--- config.mk ---
export PLATFORM = sky130hd
export DESIGN_NAME = stream_max_reduce
export DESIGN_NICKNAME = d
export VERILOG_FILES = /design/src/rtl/stream_max_reduce.sv
export SDC_FILE = /design/constraint.sdc
export NUM_CORES = 1
export LEC_CHECK = 0
export CORE_ASPECT_RATIO = 0.8
export CORE_MARGIN = 2
export CORE_UTILIZATION = 51
export DETAILED_ROUTE_END_ITERATION = 10
export HOLD_SLACK_MARGIN = 0.1
export PLACE_DENSITY = 0.79
export SLEW_MARGIN = 20
export SYNTH_ARGS = -nofsm -noshare
export SYNTH_HDL_FRONTEND = slang
export SYNTH_SLANG_ARGS = --single-unit
--- constraint.sdc ---
create_clock -name clk -period 3 [get_ports clk]
set_input_delay 0.45 -clock clk [delete_from_list [all_inputs] [get_ports clk]]
set_output_delay 0.45 -clock clk [all_outputs]
set_load 0.02 [all_outputs]
--- src/rtl/stream_max_reduce.sv ---
// stream_max_reduce: running max/argmax over groups of N_BEATS accepted beats.
// Define STREAM_MAX_REDUCE_RELU_EN to clamp negative results to 0 when SIGNED=1.
module stream_max_reduce #(
    parameter int BW_IN   = 16,
    parameter int SIGNED  = 1,
    parameter int N_BEATS = 4,
    parameter int BW_IDX  = 2
) (
    input  logic              clk,
    input  logic              rst,
    input  logic              in_valid,
    output logic              in_ready,
    input  logic [BW_IN-1:0]  in_data,
    output logic              out_valid,
    input  logic              out_ready,
    output logic [BW_IN-1:0]  out_data,
    output logic [BW_IDX-1:0] out_index
);
    localparam logic [BW_IDX-1:0] LAST = BW_IDX'(N_BEATS - 1);
    logic [BW_IN-1:0]  acc, nxt_val, res;
    logic [BW_IDX-1:0] cnt, acc_idx, nxt_idx;
    logic              gt, take, accept, last;
    always_comb begin
        in_ready = !out_valid || out_ready;
        accept   = in_valid && in_ready;
        last     = cnt == LAST;
        gt       = (SIGNED != 0) ? ($signed(in_data) > $signed(acc)) : (in_data > acc);
        // The first beat of a group seeds the accumulator regardless of the compare.
        take     = (cnt == '0) || gt;
        nxt_val  = take ? in_data : acc;
        nxt_idx  = take ? cnt : acc_idx;
`ifdef STREAM_MAX_REDUCE_RELU_EN
        res      = ((SIGNED != 0) && nxt_val[BW_IN-1]) ? '0 : nxt_val;
`else
        res      = nxt_val;
`endif
    end
    always_ff @(posedge clk) begin
        if (rst) begin
            out_valid <= 1'b0;
            out_data  <= '0;
            out_index <= '0;
            cnt       <= '0;
            acc       <= '0;
            acc_idx   <= '0;
        end else begin
            if (out_valid && out_ready)
                out_valid <= 1'b0;
            if (accept) begin
                acc     <= nxt_val;
                acc_idx <= nxt_idx;
                cnt     <= last ? '0 : cnt + 1'b1;
                if (last) begin
                    out_valid <= 1'b1;
                    out_data  <= res;
                    out_index <= nxt_idx;
                end
            end
        end
    end
endmodule

==> metrics, run 1 <==
FP Rows=20; M1 GR Usage=30.1%; RSZ-0062 raised after global routing=no; die area=0.00451 mm^2; reg2reg end=out_data[1]; gr ovfl total=0; wire per inst=13.5 um; Final nets=324; # Post-CTS Setup Buffers=0; Seq/Total Area, Yosys=38.4%; final worst-path cycle share=89.7%; mux share of post-synthesis cell area=between 8 and 9%; Syn. warnings=0; VDD IR max=0.000336 V; Worst-Margin Slew=about 0.64 ns; Startpoint Class=input pin; HP Class=register to register; largest net degree at the start of global routing=23; Hold Crit Depth=2; # setup viols final=0; area share of fa/ha/maj cells after synthesis=11.1%; Tot GR Track Use=23.0%; core outline area=0.00380 mm^2; Vias/cell=roughly 5.4; hold slack=0.444 ns; total vias in the final route=1,832; simple-gate portion of the synthesized area=14.6%; PD cells=450 mW/mm^2; Setup Skew=0.00510 ns; CTS tree=built; mapped cell area=0.00203 mm^2; DRT iter0 DRCs=84; Worst slew margin=57.2%; PortBufs=39; max_cap viols=0; largest family of logic cells by synthesized area=compound AO/OA/AOI/OAI gates; max-slew violations=0; reg-to-reg startpoint=acc[14]; Syn Inst Count=242; Max stage delay on crit path=0.49 ns; Die Ht=60.5 um; Yosys top cell by area=dfxtp_1; CP required=roughly 3.2 ns; post-synthesis cell type count=30; Clock Sinks=39; first-pass GRT wire length=7730 um; P_leak=1.07 nW; antenna violations before repair=0; Reg clk slew, reported paths=0.07 ns; share of cells above drive strength 1=around 8.1%; CP Capture Type=register; XOR/XNOR Fraction of Synth Area=less than 1%; global routing usage on met2=37.2%; setup_tns=0 ns; CP Buf/Inv Count=2; final WL=around 4600 um; Worst EP arrival=2.86 ns; Crit Path Max Fanout=7; kind of cell adding the most delay to the critical path=buffers and inverters; min-delay src=out_data[13]; Crit-path slowest cell=a21oi_2; most frequent cells in the layout=39 x dfxtp_1, 39 x clkdlybuf4s50_1, 27 x o21ai_0; worst reg2reg setup slack=around 0.56 ns; min cycle time layout=2.69 ns; end point of the worst hold path=out_data[13]; critical path cell sequence=clkdlybuf4s50_1 > ha_1 > nand4_2 > nor3_1 > nor4_1 > a21oi_2 > buf_4 > mux2i_1 > o21ai_0; P&R area growth vs syn=27.3%; Synth area leaders=dfxtp_1 38%, ha_1 11%, mux2i_1 8.9%; Synth Area in Compound Gates=19.3%; Mean Syn Cell Area=8.40 um^2; DRC errors left=0; r2r worst-path depth=9; CTS resizes=0; Synth top area share=38.4%; kind of critical path=input pin to register; Fillers=344; vias in the first global route=1,742; syn_nets=280; clock buffer depth=2; TritonCTS Buffers=5; post-synthesis register bit count=39; Die W=74.6 um; io pins=40; GR peak layer=met2; endpoints failing hold=0; DP Wirelength=3290 um; met3 Use GR=4.65%; Routed Antenna Nets=0; hold_buf cts=0; RePlAce Congestion=between 0.8 and 0.9; CTS root buffer=clkbuf_8; Max Fclk=0.372 GHz; DR pass1 iterations=4; Skew-Pair Late Insertion Delay=0.29 ns; Antenna diodes=0; Initial Utilization=between 50% and 60%; H-tree Lvls=2; outcome=complete, no violations
[worst max-delay path by stage]
stage / start / end / slack, ns / cells past startpoint
2_1_floorplan: in_data[14] / out_data[0] / 0.78 / 9
3_3_place_gp: in_data[7] / out_index[1] / 0.09 / 9
3_5_place_dp: in_data[15] / out_index[1] / 0.03 / 9
4_1_cts: in_data[14] / out_data[1] / 0.33 / 9
5_1_grt: in_data[7] / out_data[1] / 0.14 / 9
6_report: in_data[14] / out_data[1] / 0.31 / 9
[registers in the layout, summed over array words and instances (netlist names)]
name       count
acc_idx        2
out_data      16
acc           16
out_index      2
out_valid      1
cnt            2
[cell type report]
type	instances	area, um^2	area share (%)
Multi-Input combinational cell	170	1110	42.7
Sequential cell	39	781	30.2
Timing Repair Buffer	50	485	18.8
Inverter	20	75.1	2.90
Clock buffer	6	72.6	2.80
Tap cell	55	68.8	2.66
[power breakdown]
group	leakage, nW	switching, mW	internal, mW
logic	0.718	0.149	0.123
registers	0.318	0.0199	0.545
clock network	0.0371	0.173	0.155
[synth_stat cells]
library cell  count
and2_1            2
o31ai_2           1
inv_1            20
a21oi_2           3
buf_4             2
ha_1             18
nand2b_1          2
a211oi_1          2
clkbuf_1          9
buf_8             1
o21ai_0          27
xnor2_1           1
buf_6             1
nor2_1            4
o31ai_1           1
a21o_1            1
nand4_1           3
nand4_2           1
nand3b_1          1
mux2i_1          18
or4_4             1
nor4_1            1
o21ai_1          10
o211ai_1          1
a21oi_1          26
dfxtp_1          39
nand3_1          19
and3_1            1
nand2_1          25
nor3_1            1
[tightest hold or removal path, cell delays in order (launching register included)]
cell     delay (ns)
dfxtp_1        0.31
nand2_1        0.05
o21ai_1        0.05
[routing by layer]
metal | wire (um) | vias to the layer above
met1 | 2160 | 843
met3 | 233 | 5
met4 | 59 | 0
met5 | 0 | -
li1 | - | 936
met2 | 2140 | 48
[logic make-up (layout without fill, tap and decap cells)]
| group | count (synthesis) | count (layout) |
|---|---|---|
| compound gates | 72 | 72 |
| simple gates | 61 | 61 |
| flops | 39 | 39 |
| buf+inv | 33 | 76 |
| fa+ha+maj | 18 | 18 |
| mux | 18 | 18 |
| xor+xnor | 1 | 1 |
[metrics by stage]
step,area [um^2],utilization (%),power [mW],worst slack [ns],instances
6_report,2590,68.1,1.16,0.309,340
5_1_grt,2590,68.1,1.23,0.139,340
2_1_floorplan,2030,-,0.755,0.777,242
4_1_cts,2590,68.1,1.17,0.335,340
3_5_place_dp,2520,66.2,0.846,0.0297,334
3_3_place_gp,2520,66.2,0.840,0.0869,334
Power figures use the tool's default switching activity.
==> run 2: changes to the inputs <==
--- a/config.mk
+++ b/config.mk
@@ -10,7 +10,7 @@
 export CORE_UTILIZATION = 51
 export DETAILED_ROUTE_END_ITERATION = 10
 export HOLD_SLACK_MARGIN = 0.1
-export PLACE_DENSITY = 0.79
+export PLACE_DENSITY = 0.76
 export SLEW_MARGIN = 20
 export SYNTH_ARGS = -nofsm -noshare
 export SYNTH_HDL_FRONTEND = slang
==> run 2 against run 1 <==
Net effect:
- hold slack better by 0.0013 ns
- highest routed layer unchanged
- largest power group unchanged
- flip-flop and latch count stayed put
- via count up 2.6%
- design area increased by 1.3%
- routed wire length increased by 2.2%
- largest cell class unchanged
- global-route usage up 0.69 points
- core utilization grew 0.89 points
==> metrics, run 2 (same netlist as run 1, synthesis figures left out) <==
H-tree Lvls=2 (unchanged); kind of cell adding the most delay to the critical path=buffers and inverters (unchanged); total vias in the final route=1,879 (was 1,832); # Post-CTS Setup Buffers=0 (unchanged); Setup Skew=0.00655 ns (was 0.00510 ns); final WL=4690 um (was 4590 um); outcome=complete, no violations (unchanged); critical path cell sequence=clkdlybuf4s50_1 > ha_1 > buf_4 > a211oi_1 > o211ai_1 > nor4_1 > a21oi_4 > buf_4 > mux2i_1 > o21ai_0 (was clkdlybuf4s50_1 > ha_1 > nand4_2 > nor3_1 > nor4_1 > a21oi_2 > buf_4 > mux2i_1 > o21ai_0); # setup viols final=0 (unchanged); min-delay src=out_data[13] (unchanged); NetSw=358 uW (was 342 uW); biggest regs=acc x16, out_data x16 (unchanged); CTS resizes=0 (unchanged); Logic pwr share=23.3% (was 23.4%); Seq pwr share=47.4% (was 48.5%); setup_tns=0 ns (unchanged); Reg clk slew, reported paths=0.07 ns (about the same); Die W=74.6 um (unchanged); die area=0.00451 mm^2 (unchanged); Skew-Pair Late Insertion Delay=0.30 ns (was 0.29 ns); Worst-Margin Slew=0.692 ns (was 0.640 ns); Crit Path Max Fanout=10 (was 7); Max stage delay on crit path=0.45 ns (was 0.49 ns); Clk network pwr share=29.3% (was 28.1%); Max Fclk=0.367 GHz (was 0.372 GHz); Startpoint Class=input pin (unchanged); min cycle time layout=2.72 ns (was 2.69 ns); io pins=40 (unchanged); antenna violations before repair=0 (unchanged); P_leak=1.09 nW (was 1.07 nW); DR pass1 iterations=4 (unchanged); DRT iter0 DRCs=119 (was 84); Clock Sinks=39 (unchanged); max_cap viols=0 (unchanged); TritonCTS Buffers=5 (unchanged); Worst EP arrival=2.89 ns (was 2.86 ns); Internal=832 uW (was 823 uW); Vias/cell=5.43 (was 5.39); Die Ht=60.5 um (unchanged); max-slew violations=0 (unchanged); Antenna diodes=0 (unchanged); P&R area growth vs syn=29.0% (was 27.3%); Worst slew margin=53.8% (was 57.2%); CP required=3.17 ns (about the same); CTS tree=built (unchanged); HP Class=register to register (unchanged); first-pass GRT wire length=8020 um (was 7730 um); CP Buf/Inv Count=3 (was 2); RePlAce Congestion=0.811 (was 0.845); RSZ-0062 raised after global routing=no (unchanged); Crit-path slowest cell=clkdlybuf4s50_1 (was a21oi_2); Routed Antenna Nets=0 (unchanged); vias in the first global route=1,725 (was 1,742); clock buffer depth=2 (unchanged); kind of critical path=input pin to register (unchanged); CP Capture Type=register (unchanged); VDD IR max=0.000311 V (was 0.000336 V); reg-to-reg startpoint=acc[14] (unchanged); gr ovfl total=0 (unchanged); PortBufs=39 (unchanged); most frequent cells in the layout=39 x dfxtp_1, 39 x clkdlybuf4s50_1, 27 x o21ai_0 (unchanged); Final nets=328 (was 324); Setup crit start=in_data[14] (unchanged); DRC errors left=0 (unchanged); Sw Share=30.1% (was 29.4%); core outline area=0.00380 mm^2 (unchanged); hold_buf cts=0 (unchanged); CTS root buffer=clkbuf_8 (unchanged); wire per inst=13.6 um (was 13.5 um); final worst-path cycle share=90.8% (was 89.7%); endpoints failing hold=0 (unchanged); Fillers=341 (was 344); DP Wirelength=3250 um (was 3290 um); FP Rows=20 (unchanged); Initial Utilization=53.5% (unchanged); Tot GR Track Use=23.6% (was 23.0%); Tot Pwr=1.19 mW (was 1.16 mW); most frequent CP cell=buf_4; share of cells above drive strength 1=9.62% (was 8.07%); PD cells=453 mW/mm^2 (was 450 mW/mm^2); largest net degree at the start of global routing=22 (was 23)
[run 2: worst register-to-register path: stages, from the launching register on]
cell      delay [ns]
dfxtp_1         0.35
inv_1           0.05
ha_1            0.29
buf_4           0.14
a211oi_1        0.24
o211ai_1        0.16
nor4_1          0.37
a21oi_4         0.22
buf_4           0.22
mux2i_1         0.19
o21ai_0         0.10
[run 2: cell type report]
type | count | area (um^2) | area share, %
clock inverters | 1 | 5.00 | 0.191
clock buffers | 7 | 76.3 | 2.91
inverters | 20 | 75.1 | 2.86
multi-input cells | 170 | 1110 | 42.5
repair buffers | 54 | 503 | 19.2
well taps | 55 | 68.8 | 2.62
flip-flops and latches | 39 | 781 | 29.8
[run 2: metal layers]
metal	GRT usage (%)	up-vias	share of wire [%]	routed length (um)
met5	0	-	0	0
met1	33.1	868	49	2300
met2	35.3	62	42	1970
met4	11.5	0	1.6	74
met3	4.49	7	7.5	351
li1	-	942	-	-
[run 2: path summary, 6_finish.rpt]
kind                            slack (ns)      endpoint  cells after the start
worst max-delay path                  0.28   out_data[5]                     10
worst min-delay path                  0.45  out_data[13]                      2
worst min register to register        0.45  out_data[13]                      2
worst max register to register        0.51   out_data[5]                     10
[run 2: stage by stage]
step	worst slack, ns	cell area, um^2	std cells	util [%]	hold slack (ns)
finish	0.276	2620	346	68.9	0.445
global route	0.0866	2620	346	68.9	0.474
CTS	0.183	2620	346	68.8	0.450
detailed placement	-0.0629	2530	338	66.6	0.440
global placement	-0.0301	2530	338	66.6	0.435
floorplan	0.777	2030	242	-	0.443
[run 2: power by group through the flow]
stage	combinational, mW	clock, mW	sequential (mW)
after global placement	0.268	0	0.574
after CTS	0.275	0.354	0.563
after floorplan	0.181	0	0.574
after detailed placement	0.273	0	0.575
final	0.277	0.348	0.564
after global routing	0.311	0.383	0.567
